**config.mk**
```make
export PLATFORM = sky130hd
export DESIGN_NAME = flash_boot_loader
export DESIGN_NICKNAME = d
export VERILOG_FILES = /design/src/rtl/flash_boot_loader_pkg.sv /design/src/rtl/flash_boot_loader_bus_master_port.sv /design/src/rtl/flash_boot_loader.sv
export SDC_FILE = /design/constraint.sdc
export NUM_CORES = 1
export LEC_CHECK = 0
export CORE_MARGIN = 4
export CORE_UTILIZATION = 45
export CTS_BUF_LIST = sky130_fd_sc_hd__clkbuf_8
export DETAILED_ROUTE_END_ITERATION = 8
export PLACE_DENSITY = 0.71
export SKIP_CTS_REPAIR_TIMING = 1
export SLEW_MARGIN = 20
export SYNTH_ARGS = -nofsm -noshare
export SYNTH_HDL_FRONTEND = slang
export SYNTH_SLANG_ARGS = --single-unit
```
**constraint.sdc**
```tcl
create_clock -name clk -period 2.9 [get_ports clk]
set_clock_uncertainty 0.2 [all_clocks]
set_input_delay 0.435 -clock clk [delete_from_list [all_inputs] [get_ports clk]]
set_output_delay 0.435 -clock clk [all_outputs]
set_load 0.1 [all_outputs]
```
**src/rtl/flash_boot_loader_pkg.sv**
```systemverilog
// Shared bus widths, default boot addresses and the loader state encoding.
package flash_boot_loader_pkg;

  localparam int WB_AddrBus = 32;
  localparam int WB_DataBus = 32;

  localparam logic [31:0] BootFlashBase = 32'h1E00_0000;
  localparam logic [31:0] BootRamBase   = 32'h0000_0000;

  typedef enum logic [3:0] {
    IDLE,
    RD_LO,
    GAP_LO,
    RD_HI,
    GAP_HI,
    WR,
    GAP_WR,
    DONE,
    ERR
  } boot_state_t;

  // Flash halfwords sit on 4-byte steps, so word j spans base + 8j and base + 8j + 4.
  function automatic logic [31:0] flash_addr(input logic [31:0] base, input logic [15:0] idx,
                                             input logic upper);
    return base + {13'd0, idx, upper, 2'b00};
  endfunction

endpackage

```
**src/rtl/flash_boot_loader_bus_master_port.sv**
```systemverilog
// Single-word bus initiator: registers a request, holds it until ack or timeout,
// then drops select so the next request always sees at least one idle cycle.
module flash_boot_loader_bus_master_port
  import flash_boot_loader_pkg::*;
#(
  parameter int TIMEOUT = 255
) (
  input  logic                  clk,
  input  logic                  rst,
  input  logic                  req,
  input  logic [WB_AddrBus-1:0] req_addr,
  input  logic [WB_DataBus-1:0] req_data,
  input  logic                  req_we,
  output logic                  ack,
  output logic                  timeout,
  output logic [WB_AddrBus-1:0] bus_addr_o,
  output logic [WB_DataBus-1:0] bus_data_o,
  output logic                  bus_select_o,
  output logic                  bus_we_o,
  input  logic                  bus_ack_i
);

  localparam logic [15:0] LastWait = 16'(TIMEOUT - 1);

  logic [15:0] wait_cnt;

  assign ack     = bus_select_o && bus_ack_i;
  assign timeout = bus_select_o && !bus_ack_i && (wait_cnt == LastWait);

  always_ff @(posedge clk) begin
    if (rst) begin
      bus_select_o <= 1'b0;
      bus_we_o     <= 1'b0;
      bus_addr_o   <= '0;
      bus_data_o   <= '0;
      wait_cnt     <= '0;
    end else if (bus_select_o) begin
      // Address, data and we stay frozen; only select falls at the end.
      if (ack || timeout) begin
        bus_select_o <= 1'b0;
        wait_cnt     <= '0;
      end else begin
        wait_cnt <= wait_cnt + 16'd1;
      end
    end else if (req) begin
      bus_select_o <= 1'b1;
      bus_we_o     <= req_we;
      bus_addr_o   <= req_addr;
      bus_data_o   <= req_data;
      wait_cnt     <= '0;
    end
  end

endmodule

```
**src/rtl/flash_boot_loader.sv**
```systemverilog
// Copies WORD_COUNT words from 16-bit flash into 32-bit SRAM at power-up,
// stalling the CPU through halt_o until the copy finishes or times out.
module flash_boot_loader
  import flash_boot_loader_pkg::*;
#(
  parameter logic [31:0] FLASH_BASE = BootFlashBase,
  parameter logic [31:0] RAM_BASE   = BootRamBase,
  parameter int          WORD_COUNT = 1024,
  parameter int          TIMEOUT    = 255
) (
  input  logic                  clk,
  input  logic                  rst,
  input  logic                  start_i,
  output logic [WB_AddrBus-1:0] bus_addr_o,
  output logic [WB_DataBus-1:0] bus_data_o,
  input  logic [WB_DataBus-1:0] bus_data_i,
  output logic                  bus_select_o,
  output logic                  bus_we_o,
  input  logic                  bus_ack_i,
  output logic                  busy_o,
  output logic                  done_o,
  output logic                  error_o,
  output logic                  halt_o
);

  localparam bit          Empty   = (WORD_COUNT == 0);
  localparam logic [15:0] LastIdx = 16'(WORD_COUNT - 1);

  boot_state_t state;
  logic [15:0] j;
  logic [15:0] lo;
  logic [15:0] hi;
  logic        busy;
  logic        done;
  logic        error;

  logic        req;
  logic        req_we;
  logic [31:0] req_addr;
  logic [31:0] req_data;
  logic        ack;
  logic        timeout;
  logic        last;
  logic        unused_data_hi;

  assign last           = (j == LastIdx);
  assign unused_data_hi = ^bus_data_i[31:16];

  assign busy_o  = busy;
  assign halt_o  = busy;
  assign done_o  = done;
  assign error_o = error;

  // Requests are launched from the state preceding each RD/WR so select rises on entry.
  always_comb begin
    req      = 1'b0;
    req_we   = 1'b0;
    req_addr = FLASH_BASE;
    req_data = '0;
    case (state)
      IDLE, DONE, ERR: req = start_i && !Empty;
      GAP_LO: begin
        req      = 1'b1;
        req_addr = flash_addr(FLASH_BASE, j, 1'b1);
      end
      GAP_HI: begin
        req      = 1'b1;
        req_we   = 1'b1;
        req_addr = RAM_BASE + {14'd0, j, 2'b00};
        req_data = {hi, lo};
      end
      GAP_WR: begin
        req      = !last;
        req_addr = flash_addr(FLASH_BASE, j + 16'd1, 1'b0);
      end
      default: req = 1'b0;
    endcase
  end

  always_ff @(posedge clk) begin
    if (rst) begin
      state <= IDLE;
      j     <= '0;
      lo    <= '0;
      hi    <= '0;
      busy  <= 1'b0;
      done  <= 1'b0;
      error <= 1'b0;
    end else begin
      case (state)
        IDLE, DONE, ERR: begin
          if (start_i) begin
            done  <= Empty;
            error <= 1'b0;
            j     <= '0;
            busy  <= !Empty;
            state <= Empty ? DONE : RD_LO;
          end
        end
        RD_LO, RD_HI, WR: begin
          if (ack) begin
            if (state == RD_LO) lo <= bus_data_i[15:0];
            if (state == RD_HI) hi <= bus_data_i[15:0];
            state <= (state == RD_LO) ? GAP_LO : (state == RD_HI) ? GAP_HI : GAP_WR;
          end else if (timeout) begin
            busy  <= 1'b0;
            error <= 1'b1;
            state <= ERR;
          end
        end
        GAP_LO: state <= RD_HI;
        GAP_HI: state <= WR;
        GAP_WR: begin
          j <= j + 16'd1;
          if (last) begin
            busy  <= 1'b0;
            done  <= 1'b1;
            state <= DONE;
          end else begin
            state <= RD_LO;
          end
        end
        default: state <= IDLE;
      endcase
    end
  end

  flash_boot_loader_bus_master_port #(
    .TIMEOUT(TIMEOUT)
  ) u_port (
    .clk         (clk),
    .rst         (rst),
    .req         (req),
    .req_addr    (req_addr),
    .req_data    (req_data),
    .req_we      (req_we),
    .ack         (ack),
    .timeout     (timeout),
    .bus_addr_o  (bus_addr_o),
    .bus_data_o  (bus_data_o),
    .bus_select_o(bus_select_o),
    .bus_we_o    (bus_we_o),
    .bus_ack_i   (bus_ack_i)
  );

endmodule

```
==> results.py, run 1 <==
metrics = {
    "sta": {
        "rsz0062_at_grt": "no",
        "timing.final.crit_share_pct": 89.05,
        "max_slew_margin_pct": 51.68,
        "tightest_slew_ns": 0.7248,
        "min_period_ns": 2.582,
        "finalSetupViolCount": 0,
        "setup_slack_ns": 0.3176,
        "setup_tns_ns": 0,
        "slew_violations": 0,
        "finalHoldViolations": 0,
        "fmax_ghz": 0.3872,
    },
    "synth": {
        "synth.area.top_cells": "dfxtp_1 45%, a22o_1 5.5%, nand2_1 5.0%",
        "synth.avg_cell_area_um2": 9.089,
        "synth-simple-area-share_pct": 19.61,
        "synth.distinct_cells": 61,
        "ys_warn_count": 0,
        "synth-edff-count": 0,
        "ys_seq_area_share_pct": 45.08,
        "synth_adder_area_share_pct": 0.9162,
        "yosysTopAreaCell": "dfxtp_1",
        "yosys_register_bits": 123,
        "async_flop_share_pct": 0,
        "synth_top_area_share_pct": 45.08,
        "synthMuxAreaShare_pct": 3.481,
        "syn_area_mm2": 0.005463,
        "yosysMostFrequentCell": "dfxtp_1",
        "synthTopCellsByCount": "123 x dfxtp_1, 73 x nand2_1, 53 x nor2_1",
        "ys.flop_type": "dfxtp_1",
        "synth-xor-area-share_pct": 1.443,
        "synth-compound-area-share_pct": 22.42,
        "synth_top_family_by_area": "compound AO/OA/AOI/OAI gates",
        "synthCells": 601,
    },
    "cells_and_area": {
        "stdcell_area_mm2": 0.006520,
        "regArea_mm2": 0.002462,
        "n_antenna_cell": 0,
        "layout-drive-gt1-share_pct": 18.64,
        "multi_input_comb_area_mm2": 0.002668,
        "fin_util_pct": 55.91,
        "nets": 704,
        "syn2layout_area_growth_pct": 19.35,
        "fillCellCount": 1046,
    },
    "setup_path": {
        "critical_path.max_fanout": 40,
        "cpPeakStageDelay_ns": 0.49,
        "required_ns": 3.06,
        "worstPathArrival_ns": 2.74,
        "crit_type": "reg -> reg",
        "crit_family": "compound AO/OA/AOI/OAI gates",
        "cp_slowest_cell": "dfxtp_1",
        "endpoint": "u_port.bus_addr_o[9]$_SDFFE_PP0P_",
        "cp_cell_sequence": "ha_1 > and3_1 > nand4_2 > a21o_4 > a21oi_4 > buf_12 > o2bb2ai_1",
        "reg2reg_to": "u_port.bus_addr_o[9]$_SDFFE_PP0P_",
        "rrSetupSlack_ns": 0.32,
        "ff2ff_path_depth": 7,
        "crit_buf_inv": 1,
        "crit_start": "j[0]$_SDFFE_PP0P_",
        "path_depth": 7,
        "r2r_start": "j[0]$_SDFFE_PP0P_",
        "critPathCaptureType": "flop",
        "critPathLaunchType": "flop",
    },
    "global_routing": {
        "grt_max_degree": 41,
        "antenna_found_initial": 0,
        "grt_pass1_vias": 4360,
        "grt_pass1_wl_um": 21750,
        "grt-ovfl-total": 0,
        "track_usage_pct": 19.00,
    },
    "placement": {
        "pre_cts_slack_ns": 0.2237,
        "dp_hpwl_um": 8957,
        "gp_congestion": 0.9070,
        "post_dp_cell_area_mm2": 0.006111,
        "io_buffers": 78,
    },
    "clocking": {
        "clk_path_buf_depth": 2,
        "clock_latency_ns": 0.44,
        "clock-sinks": 123,
        "root_buffer": "clkbuf_8",
        "htree_num_levels": 4,
        "cts_tree": "built",
        "clk_pin_slew_ns": 0.07,
        "cts_made_buffers": 17,
    },
    "routing": {
        "dr.pass1.iters": 7,
        "vias": 4685,
        "antenna_left": 0,
        "first_iter_violations": 369,
        "drc_errors": 0,
        "drt-wirelength-per-cell_um": 15.96,
        "finalWirelength_um": 13080,
        "viasPerCell": 5.720,
    },
    "floorplanning": {
        "start_util_pct": 46.84,
        "fp-row-count": 39,
        "die_w_um": 118.2,
        "fp.dieArea_mm2": 0.01397,
        "coreArea_mm2": 0.01166,
        "io_pins": 106,
        "die_y_um": 118.2,
    },
    "run_status": {
        "status": "finished, final reports clean",
    },
    "flow_run": {
        "cap_violations": 0,
    },
    "power": {
        "leakage_nw": 2.627,
        "irDropWorstVdd_mv": 0.4903,
        "p_per_area_mw_per_mm2": 615.2,
    },
    "min_path": {
        "hold_class": "in -> reg",
    },
}
==> routing by layer <==
| metal | global-route usage, % | up-vias | part of all wire, % |
|---|---|---|---|
| met5 | 0 | - | 0 |
| met4 | 7.839 | 0 | 1.9 |
| met3 | 5.683 | 18 | 6.7 |
| met2 | 29.62 | 155 | 45 |
| met1 | 24.63 | 2207 | 46 |
| li1 | - | 2305 | - |
==> through the flow <==
step                hold slack [ns]  total power [mW]  instances
finish                       0.1540             4.011        819
floorplan                    0.2360             2.369        611
detailed placement           0.2476             2.493        788
CTS                          0.1342             4.047        819
global route                 0.1472             4.173        819
global placement             0.2363             2.479        788
==> layout make-up <==
cell class              instances  area share [%]
well taps                     143           2.744
flip-flops and latches        123           37.77
multi-input cells             419           40.91
inverters                       7          0.4030
clock buffers                  19           4.011
clock inverters                12           2.264
repair buffers                 96           11.90
==> state kept, by name, indices dropped and copies added (netlist names), 4 cells and up <==
| signal | count |
|---|---|
| hi | 16 |
| j | 16 |
| lo | 16 |
| state | 4 |
| u_port.bus_addr_o | 18 |
| u_port.bus_data_o | 32 |
| u_port.wait_cnt | 16 |
==> logic make-up after synthesis <==
group,count (synthesis)
AO/OA/AOI/OAI,165
XOR/XNOR,9
adder cells (fa/ha/maj),4
buffers and inverters,69
flip-flops,123
multiplexers,19
other,1
AND/OR/NAND/NOR,211
==> power breakdown <==
| group | leakage, nW | internal (mW) | switching [mW] |
|---|---|---|---|
| Sequential | 0.992 | 1.72 | 0.0552 |
| Combinational | 1.42 | 0.185 | 0.498 |
| Clock | 0.213 | 0.886 | 0.668 |
| Total | 2.63 | 2.79 | 1.22 |
==> cells in the final DEF, fill, tap and decap left out, types with 15 or more instances in the layout <==
master / synthesis / final
a22o_1: 34 / 34
nand2_1: 73 / 73
a21oi_1: 48 / 48
buf_4: 16 / 76
dfxtp_1: 123 / 123
mux2i_1: 19 / 19
clkdlybuf4s50_1: 0 / 18
clkbuf_8: 0 / 19
nor2_1: 53 / 53
o2bb2ai_1: 15 / 15
o21ai_0: 22 / 22
nand3_1: 17 / 17
==> worst reg2reg max path: cells and delay by family, from the launching register on <==
family / cells / cell delay, ns
buf+inv: 1 / 0.26
flops: 1 / 0.49
compound gates: 3 / 0.83
fa+ha+maj: 1 / 0.29
simple gates: 2 / 0.44
==> worst min path at each step <==
stage | cells past startpoint | to | start
after floorplan | 2 | hi[0]$_SDFFE_PP0P_ | hi[0]$_SDFFE_PP0P_
after global placement | 1 | u_port.bus_we_o$_SDFFE_PP0P_ | u_port.bus_we_o$_SDFFE_PP0P_
after detailed placement | 1 | u_port.bus_addr_o[5]$_SDFFE_PP0P_ | u_port.bus_addr_o[5]$_SDFFE_PP0P_
after CTS | 2 | u_port.wait_cnt[9]$_SDFFE_PP0P_ | rst
after global routing | 2 | u_port.wait_cnt[9]$_SDFFE_PP0P_ | rst
final | 2 | u_port.wait_cnt[9]$_SDFFE_PP0P_ | rst
No activity file was read; power rests on OpenSTA's default activity.
==> run 2: changes to the inputs <==
Settings changed: ABC_AREA set to 0.
==> results of run 2 <==
The final DEF is identical to that of run 1; final timing and power are the same.
